### config.mk
export PLATFORM = sky130hd
export DESIGN_NAME = wb_retire_unit
export DESIGN_NICKNAME = d
export VERILOG_FILES = /design/src/rtl/wb_retire_unit_pkg.sv /design/src/rtl/wb_fifo.sv /design/src/rtl/wb_retire_unit.sv
export SDC_FILE = /design/constraint.sdc
export NUM_CORES = 1
export LEC_CHECK = 0
export BUFFER_PORTS_ARGS = -buffer_cell sky130_fd_sc_hd__buf_2
export CAP_MARGIN = 20
export CORE_MARGIN = 5
export CORE_UTILIZATION = 55
export DETAILED_ROUTE_END_ITERATION = 8
export PLACE_DENSITY = 0.81
export SLEW_MARGIN = 20
export SYNTH_ARGS = -nofsm -noshare
export SYNTH_HDL_FRONTEND = slang
export SYNTH_SLANG_ARGS = --single-unit
### constraint.sdc
create_clock -name clk -period 5.1 [get_ports clk]
set_clock_uncertainty 0.1 [all_clocks]
set_input_delay 0.765 -clock clk [delete_from_list [all_inputs] [get_ports clk]]
set_output_delay 0.765 -clock clk [all_outputs]
set_load 0.03 [all_outputs]
### src/rtl/wb_retire_unit_pkg.sv
// Shared writeback constants, the retire entry layout and a busy-mask helper.
package wb_retire_unit_pkg;

    localparam int unsigned REG_NUM_W = 4;
    localparam int unsigned DATA_W    = 32;
    localparam int unsigned NUM_REGS  = 1 << REG_NUM_W;

    localparam logic [REG_NUM_W-1:0] REG_PC = 4'd15;

    // One pending retirement; packed width 70.
    typedef struct packed {
        logic [REG_NUM_W-1:0] rd_num;
        logic                 rd_en;
        logic [DATA_W-1:0]    data;
        logic                 cpsr_en;
        logic [DATA_W-1:0]    cpsr;
    } wb_entry_t;

    // One-hot register bit, or nothing when the entry does not write rd.
    function automatic logic [NUM_REGS-1:0] reg_onehot(
        input logic                 en,
        input logic [REG_NUM_W-1:0] num
    );
        return en ? (NUM_REGS'(1) << num) : '0;
    endfunction

endpackage

### src/rtl/wb_fifo.sv
// Circular retire queue: up to two pushes and one pop per cycle, with a
// per-entry rd fan-out so the top can build the pending-write mask.
module wb_fifo
    import wb_retire_unit_pkg::*;
#(
    parameter  int unsigned DEPTH = 4,
    localparam int unsigned CNT_W = $clog2(DEPTH + 1)
) (
    input  logic                                clk,
    input  logic                                reset,
    input  logic                                i_push0,
    input  wb_entry_t                           i_push0_data,
    input  logic                                i_push1,
    input  wb_entry_t                           i_push1_data,
    input  logic                                i_pop,
    output logic [CNT_W-1:0]                    o_count,
    output wb_entry_t                           o_head,
    output logic [DEPTH-1:0]                    o_keep,
    output logic [DEPTH-1:0]                    o_ent_rd_en,
    output logic [DEPTH-1:0][REG_NUM_W-1:0]     o_ent_rd_num
);

    localparam int unsigned PTR_W = $clog2(DEPTH);

    wb_entry_t          r_mem [DEPTH];
    logic [PTR_W-1:0]   r_head;
    logic [PTR_W-1:0]   r_tail;
    logic [CNT_W-1:0]   r_count;
    logic [PTR_W-1:0]   w_tail_p1;

    function automatic logic [PTR_W-1:0] ptr_inc(input logic [PTR_W-1:0] p);
        return (p == PTR_W'(DEPTH - 1)) ? '0 : p + PTR_W'(1);
    endfunction

    assign w_tail_p1 = ptr_inc(r_tail);

    // Pointer and occupancy update; a second push always follows the first.
    always_ff @(posedge clk) begin
        if (!reset) begin
            r_head  <= '0;
            r_tail  <= '0;
            r_count <= '0;
        end else begin
            if (i_pop) begin
                r_head <= ptr_inc(r_head);
            end
            if (i_push0 && i_push1) begin
                r_tail <= ptr_inc(w_tail_p1);
            end else if (i_push0) begin
                r_tail <= w_tail_p1;
            end
            r_count <= r_count + CNT_W'(i_push0) + CNT_W'(i_push1) - CNT_W'(i_pop);
        end
    end

    // Entry storage; contents are don't-care after reset.
    always_ff @(posedge clk) begin
        if (i_push0) begin
            r_mem[r_tail] <= i_push0_data;
        end
        if (i_push1) begin
            r_mem[w_tail_p1] <= i_push1_data;
        end
    end

    // Entries still queued after this cycle's pop.
    always_comb begin
        logic [PTR_W-1:0] p;
        o_keep = '0;
        p      = r_head;
        for (int unsigned k = 0; k < DEPTH; k++) begin
            if ((CNT_W'(k) < r_count) && !(i_pop && (k == 0))) begin
                o_keep[p] = 1'b1;
            end
            p = ptr_inc(p);
        end
    end

    // Per-entry destination fan-out.
    always_comb begin
        for (int unsigned i = 0; i < DEPTH; i++) begin
            o_ent_rd_en[i]  = r_mem[i].rd_en;
            o_ent_rd_num[i] = r_mem[i].rd_num;
        end
    end

    assign o_head  = r_mem[r_head];
    assign o_count = r_count;

endmodule

### src/rtl/wb_retire_unit.sv
// Writeback retire unit: accepts EXE/MEM results, retires one per cycle onto
// the register file write port, and publishes a pending-write busy mask.
module wb_retire_unit
    import wb_retire_unit_pkg::*;
#(
    parameter int unsigned DEPTH = 4
) (
    input  logic                 clk,
    input  logic                 reset,
    input  logic                 exe_valid,
    output logic                 exe_ready,
    input  logic [REG_NUM_W-1:0] exe_rd_num,
    input  logic                 exe_rd_en,
    input  logic [DATA_W-1:0]    exe_result,
    input  logic                 exe_cpsr_en,
    input  logic [DATA_W-1:0]    exe_cpsr,
    input  logic                 mem_valid,
    output logic                 mem_ready,
    input  logic [REG_NUM_W-1:0] mem_rd_num,
    input  logic [DATA_W-1:0]    mem_data,
    output logic [REG_NUM_W-1:0] wb_rd_num,
    output logic                 wb_rd_write_en,
    output logic [DATA_W-1:0]    wb_rd_in,
    output logic                 wb_cpsr_write_en,
    output logic [DATA_W-1:0]    wb_cpsr_in,
    output logic                 wb_branch_en,
    output logic [DATA_W-1:0]    wb_branch_target,
    output logic [NUM_REGS-1:0]  busy_mask
);

    localparam int unsigned CNT_W = $clog2(DEPTH + 1);

    wb_entry_t                          w_mem_ent;
    wb_entry_t                          w_exe_ent;
    wb_entry_t                          w_head;
    wb_entry_t                          w_out_ent;
    wb_entry_t                          w_push0_ent;
    wb_entry_t                          w_push1_ent;
    logic [CNT_W-1:0]                   w_count;
    logic                               w_ready;
    logic                               w_mem_acc;
    logic                               w_exe_acc;
    logic                               w_pop;
    logic                               w_out_v;
    logic                               w_push0;
    logic                               w_push1;
    logic [DEPTH-1:0]                   w_keep;
    logic [DEPTH-1:0]                   w_ent_rd_en;
    logic [DEPTH-1:0][REG_NUM_W-1:0]    w_ent_rd_num;
    logic [NUM_REGS-1:0]                w_busy_next;

    logic [REG_NUM_W-1:0]               r_wb_rd_num;
    logic                               r_wb_rd_write_en;
    logic [DATA_W-1:0]                  r_wb_rd_in;
    logic                               r_wb_cpsr_write_en;
    logic [DATA_W-1:0]                  r_wb_cpsr_in;
    logic                               r_wb_branch_en;
    logic [NUM_REGS-1:0]                r_busy_mask;

    // Room for two pushes is guaranteed whenever ready is high.
    assign w_ready   = reset && (w_count <= CNT_W'(DEPTH - 2));
    assign w_mem_acc = mem_valid && w_ready;
    assign w_exe_acc = exe_valid && w_ready;
    assign w_pop     = (w_count != '0);

    assign w_mem_ent = '{rd_num: mem_rd_num, rd_en: 1'b1, data: mem_data,
                         cpsr_en: 1'b0, cpsr: '0};
    assign w_exe_ent = '{rd_num: exe_rd_num, rd_en: exe_rd_en, data: exe_result,
                         cpsr_en: exe_cpsr_en, cpsr: exe_cpsr};

    wb_fifo #(
        .DEPTH (DEPTH)
    ) u_fifo (
        .clk          (clk),
        .reset        (reset),
        .i_push0      (w_push0),
        .i_push0_data (w_push0_ent),
        .i_push1      (w_push1),
        .i_push1_data (w_push1_ent),
        .i_pop        (w_pop),
        .o_count      (w_count),
        .o_head       (w_head),
        .o_keep       (w_keep),
        .o_ent_rd_en  (w_ent_rd_en),
        .o_ent_rd_num (w_ent_rd_num)
    );

    // Retire source select (head, else bypass, else bubble) and in-order pushes, MEM first.
    always_comb begin
        w_out_v     = 1'b0;
        w_out_ent   = w_head;
        w_push0     = 1'b0;
        w_push0_ent = w_mem_ent;
        w_push1     = 1'b0;
        w_push1_ent = w_exe_ent;
        if (w_pop) begin
            w_out_v     = 1'b1;
            w_push0     = w_mem_acc || w_exe_acc;
            w_push0_ent = w_mem_acc ? w_mem_ent : w_exe_ent;
            w_push1     = w_mem_acc && w_exe_acc;
        end else if (w_mem_acc) begin
            w_out_v     = 1'b1;
            w_out_ent   = w_mem_ent;
            w_push0     = w_exe_acc;
            w_push0_ent = w_exe_ent;
        end else if (w_exe_acc) begin
            w_out_v     = 1'b1;
            w_out_ent   = w_exe_ent;
        end
    end

    // Pending writes after the edge: surviving queue entries, new pushes and the retiring entry.
    always_comb begin
        w_busy_next = '0;
        for (int unsigned i = 0; i < DEPTH; i++) begin
            if (w_keep[i]) begin
                w_busy_next |= reg_onehot(w_ent_rd_en[i], w_ent_rd_num[i]);
            end
        end
        if (w_push0) begin
            w_busy_next |= reg_onehot(w_push0_ent.rd_en, w_push0_ent.rd_num);
        end
        if (w_push1) begin
            w_busy_next |= reg_onehot(w_push1_ent.rd_en, w_push1_ent.rd_num);
        end
        if (w_out_v) begin
            w_busy_next |= reg_onehot(w_out_ent.rd_en, w_out_ent.rd_num);
        end
    end

    // Output register; data fields hold their last value on bubbles.
    always_ff @(posedge clk) begin
        if (!reset) begin
            r_wb_rd_num        <= '0;
            r_wb_rd_write_en   <= 1'b0;
            r_wb_rd_in         <= '0;
            r_wb_cpsr_write_en <= 1'b0;
            r_wb_cpsr_in       <= '0;
            r_wb_branch_en     <= 1'b0;
            r_busy_mask        <= '0;
        end else begin
            r_wb_rd_write_en   <= w_out_v && w_out_ent.rd_en;
            r_wb_cpsr_write_en <= w_out_v && w_out_ent.cpsr_en;
            r_wb_branch_en     <= w_out_v && w_out_ent.rd_en && (w_out_ent.rd_num == REG_PC);
            if (w_out_v && w_out_ent.rd_en) begin
                r_wb_rd_num <= w_out_ent.rd_num;
                r_wb_rd_in  <= w_out_ent.data;
            end
            if (w_out_v && w_out_ent.cpsr_en) begin
                r_wb_cpsr_in <= w_out_ent.cpsr;
            end
            r_busy_mask <= w_busy_next;
        end
    end

    assign exe_ready        = w_ready;
    assign mem_ready        = w_ready;
    assign wb_rd_num        = r_wb_rd_num;
    assign wb_rd_write_en   = r_wb_rd_write_en;
    assign wb_rd_in         = r_wb_rd_in;
    assign wb_cpsr_write_en = r_wb_cpsr_write_en;
    assign wb_cpsr_in       = r_wb_cpsr_in;
    assign wb_branch_en     = r_wb_branch_en;
    assign wb_branch_target = r_wb_rd_in;
    assign busy_mask        = r_busy_mask;

endmodule

* Yosys cells after proc, flatten, opt, wreduce, memory -nomap -nowiden
Memories as Yosys holds them, arrays and structs flattened. A register that Yosys moved wholly into a read port is not among the register bits.
Index checks and enable logic that the tools add are counted.
** Storage, ports and cells
- Input port bits :: 110
- ROM bits :: 0
- Bits in latches :: 0
- Flip-flop bits (word level) :: 94
- Output and inout port bits :: 121
- Bits in writable memories :: 280
- Word-level logic and storage cells :: 122
- Memories kept :: 1
** Cells by class
- Divide/modulo/power cells :: 0
- Equality and inequality tests :: 6
- Order comparisons :: 13
- Mux-type cells :: 51
- Multipliers :: 0
- Shifts and indexed selects :: 7
- Reductions and logical operators :: 17
- Add/sub/neg operators :: 8
- Bitwise gates (word level) :: 9
** Memories
- u_fifo.r_mem :: words 4, bits a word 70, rd ports 5, clocked after memory_dff 1, write ports 2, line wb_fifo.sv:25 : wb_entry_t r_mem [DEPTH];
** Operators by type and width (count)
- $mux 70 :: 6
- $mux 16 :: 14
- $shl 1x4->16 const A :: 7
- $or 16x16->16 :: 6
- $mux 2 :: 9
- $mux 4 :: 4
- $mux 1 :: 14
- $logic_and 1x1->1 :: 13
- $lt 2x3->1 const B :: 4
- $or 4x4->4 :: 3
- $add 2x1->2 const B :: 5
- $eq 2x2->1 const B :: 5
- $demux 1 s2 :: 4
- $ge 2x1->1 const B :: 4
- $add 3x1->3 :: 2
- $lt 1x3->1 const A :: 2
- $lt 2x3->1 const A :: 2
- $eq 4x4->1 const B :: 1
- $le 3x2->1 const B :: 1
- $reduce_bool 3->1 :: 1
- $sub 3x1->3 :: 1
- $reduce_bool 2->1 :: 1
- $logic_not 1->1 :: 1
- $logic_or 1x1->1 :: 1

* Logic depth before layout (Yosys ltp)
- Depth after elaboration :: 25
- Mapped depth :: 13
- Gate-level depth less buffers :: 12

* By module
Synthesis repeated with hierarchy kept, for this count alone.
** Unflattened totals
- Cell total of the unflattened synthesis :: 1462
- Area total of the unflattened synthesis :: 21057.7 um^2
** By module, submodules not included
- wb_fifo :: area an instance 14831.7 um^2, times used 1, seq. area each 8588.2 um^2, cells an instance 772
- wb_retire_unit :: area an instance 6226.0 um^2, times used 1, seq. area each 1741.7 um^2, cells an instance 690

* Least setup slack after synthesis
Ideal clock, no wire load.
- Kind :: in2reg
- Start :: input exe_valid
- End :: memory u_fifo.r_mem[0][0] (netlist name) (enable)
- Required time :: 4.565 ns
- Data arrival time :: 3.286 ns
- Path slack :: 1.279 ns
- Stages on the path :: 5
- Library setup time :: 0.435 ns
- Cells stage by stage :: clkbuf_1 -> nand2_1 -> and3b_1 -> clkbuf_1 -> a22o_1
** RTL lines
- from (decl) :: line wb_retire_unit.sv:10 : input logic exe_valid,
- to (decl) :: line wb_fifo.sv:25

==> results.cfg <==
[logic_synthesis]
synth_ff_type = edfxtp_1
synth_area_leaders = edfxtp_1 45%, dfxtp_1 10%, mux2_2 8.7%, mux4_2 8.2%, and2_1 4.6%
synth_seq_cells = 376
synth_area_mm2 = 0.0187
ys_warn_count = 0
yosysTopAreaCellShare = 0.449
synth_cell_type_count = 72
ys_seq_area_frac = 0.552
synth_async_sr_flop_share = 0
synth_enable_flop_cells = 280
syn_area_per_cell_um2 = 13.0
syn-num-nets = 1561
synth_top_cell_by_area = edfxtp_1
synthCells = 1435

[routing]
ant_nets = 0
routed_wl_um = 50200
wl_met3_um = 4760
routed_via_density = 6.34
drc = 0
top_layer_used = met5
wl_met1_um = 19100
dr_wl_met2_um = 24800
post_drt_wl_per_cell_um = 24.2
first_pass_iters = 5
initialDrtViolationCount = 1393
vias = 13200

[clock_tree]
cts-root-buf = clkbuf_16
cts_hold_buffers = 0
path_clk_slew_ps = 60
cts_tree = done
cts.repair.resized = 0
clock_sinks = 376
cts_setup_buffers = 0
numCtsBuffers = 40
clk_path_buf_depth = 3
clock_latency_ps = 540
ctsHtreeMaxLevel = 2

[place]
numPortBuffers = 230
dp_slack_ps = 1150
dp_hpwl_um = 32000
gp_congestion = 0.936

[timing]
setup_violations = 0
layout_setup_ws_ps = 1100
period_minus_slack_ps = 4000
report.final.slew_viol_count = 0
hold_violations = 0
finalSetupTns_ps = 0
fmax_mhz = 250
slew_headroom = 0.249
timing.final.crit_share = 0.784
worstMarginPinSlew_ps = 1130
rsz0062_at_grt = false

[final_layout]
seqCellArea_mm2 = 0.0103
drive_gt1_frac = 0.344
syn_to_final_growth_pct = 14.4
nets = 1711
multiInputGateArea_mm2 = 0.00763
fill_cells = 2438

[status]
status = finished, final reports clean

[global_routing]
grt_max_degree = 74
grt_pass1_wl_um = 77300
grt.total_usage = 0.256
antenna_found_initial = 12
overflow = 0
grt_pass1_vias = 13300

[run]
drv_cap = 0

[worst_setup_path]
cp_slowest_cell = o21ai_1
r2r-start = u_fifo.o_count[2]
cp_cell_sequence = inv_1, ha_1, or3b_1, and3_1, o21ai_1, a21o_2, buf_12, mux2_2
critPathMaxStageDelay_ps = 720
crit_family = compound AO/OA/AOI/OAI gates
crit_fanout = 30
worst-path-buf-inv = 2
reg2reg_slack_ps = 1100
crit_path_end_kind = flip-flop
rr_worst_depth = 8
worstPathRequired_ps = 5290
worstSetupPathType = flip-flop to flip-flop
r2r-end = u_fifo.r_mem[0][58]
arrival_ps = 4190
startpoint_type = flip-flop

[floorplan]
ioPinCount = 231
die_area_mm2 = 0.0378
placementRows = 67
initial_core_util = 0.558
design.core.area_mm2 = 0.0335
die_w_um = 195
die_h_um = 195

[worst_hold_path]
whs_endpoint = wb_cpsr_in[23]
min_from = wb_cpsr_in[23]
hp-class = flip-flop to flip-flop
worstHoldPathCells = 2

[pwr]
power_density_mw_per_mm2 = 641
leakagePower_uw = 0.00773
vdd_ir_drop_max_uv = 414
layer usage:
metal,GRT usage,up-vias
li1,-,5809
met1,0.335,6451
met2,0.429,754
met3,0.0537,129
met4,0.0865,8
met5,0,-
worst register-to-register path: stages, from the launching register on:
cell     delay [ps]
dfxtp_1         510
inv_1           170
ha_1            340
or3b_1          440
and3_1          210
o21ai_1         720
a21o_2          590
buf_12          300
mux2_2          390
synth_stat cells (7+ instances only):
| cell | n |
|---|---|
| nor3_1 | 17 |
| nand3_1 | 11 |
| a211oi_1 | 36 |
| mux2i_1 | 8 |
| o31ai_1 | 10 |
| inv_1 | 18 |
| and2_1 | 137 |
| clkbuf_1 | 66 |
| a311oi_1 | 32 |
| ha_1 | 14 |
| buf_2 | 26 |
| mux4_2 | 68 |
| mux2_2 | 144 |
| a21oi_1 | 7 |
| dfxtp_1 | 96 |
| buf_4 | 44 |
| a22oi_1 | 65 |
| o21ai_0 | 11 |
| nor2_1 | 100 |
| nand2_1 | 67 |
| nand4_1 | 12 |
| o22ai_1 | 26 |
| edfxtp_1 | 280 |
| nand2b_1 | 20 |
| o211ai_1 | 9 |
| nand3b_1 | 8 |
cell usage in the layout (no fill, tap or decap), drive strengths merged, types with 32 or more instances in the layout:
master	count
a211oi	38
a22oi	65
a311oi	32
and2	137
buf	250
clkbuf	60
dfxtp	96
edfxtp	280
mux2	144
mux4	68
nand2	68
nor2	102
state kept, by name, indices dropped and copies added (netlist names), 2 cells and up, named ones only:
signal	count
busy_mask	16
wb_cpsr_in	32
u_fifo.r_tail	2
wb_rd_num	4
u_fifo.r_head	2
u_fifo.o_count	3
u_fifo.r_mem	280
wb_branch_target	32
report_power, final:
group          internal, µW  switching, µW  total (µW)
logic                  2460           3640        6100
registers              4220            427        4640
clock network          1790           1210        2990
total                  8460           5270       13700
stage by stage:
| stage | instances | utilization | hold slack (ps) | instance area [µm²] | power (µW) |
|---|---|---|---|---|---|
| floorplan | 1435 | - | 394 | 18700 | 9260 |
| global placement | 1991 | 0.597 | 387 | 20000 | 10600 |
| detailed placement | 1991 | 0.597 | 388 | 20000 | 10700 |
| CTS | 2065 | 0.638 | 396 | 21400 | 13700 |
| global route | 2072 | 0.639 | 420 | 21400 | 14400 |
| finish | 2073 | 0.639 | 394 | 21400 | 13700 |
worst max-delay path by stage:
| stage | start | slack [ps] | end | cells past startpoint |
|---|---|---|---|---|
| floorplan | exe_valid | 1280 | u_fifo.r_mem[0][0] | 5 |
| global placement | reset | 1280 | u_fifo.r_mem[0][62] | 7 |
| detailed placement | u_fifo.o_count[2] | 1150 | u_fifo.r_mem[0][57] | 8 |
| CTS | u_fifo.o_count[2] | 1180 | u_fifo.r_mem[0][67] | 8 |
| global route | u_fifo.o_count[2] | 950 | u_fifo.r_mem[0][55] | 8 |
| finish | u_fifo.o_count[2] | 1100 | u_fifo.r_mem[0][58] | 8 |
kinds of logic (layout without fill, tap and decap cells):
kind of cell | after synthesis | count (layout) | synth area share
multiplexers | 220 | 220 | 0.173
flip-flops | 376 | 376 | 0.552
AO/OA/AOI/OAI | 246 | 246 | 0.100
buffers and inverters | 161 | 343 | 0.0440
AND/OR/NAND/NOR | 413 | 413 | 0.118
other | 0 | 8 | 0
adder cells (fa/ha/maj) | 17 | 17 | 0.0120
XOR/XNOR | 2 | 2 | 0.000936
layout make-up:
| cell class | count | share of cell area |
|---|---|---|
| Sequential cell | 376 | 0.483 |
| Multi-Input combinational cell | 898 | 0.356 |
| Timing Repair Buffer | 250 | 0.0660 |
| Clock buffer | 60 | 0.0575 |
| Tap cell | 448 | 0.0262 |
| Clock inverter | 14 | 0.00748 |
| Inverter | 19 | 0.00333 |
| Antenna cell | 8 | 0.000935 |
(Power assumes the default switching activity.)
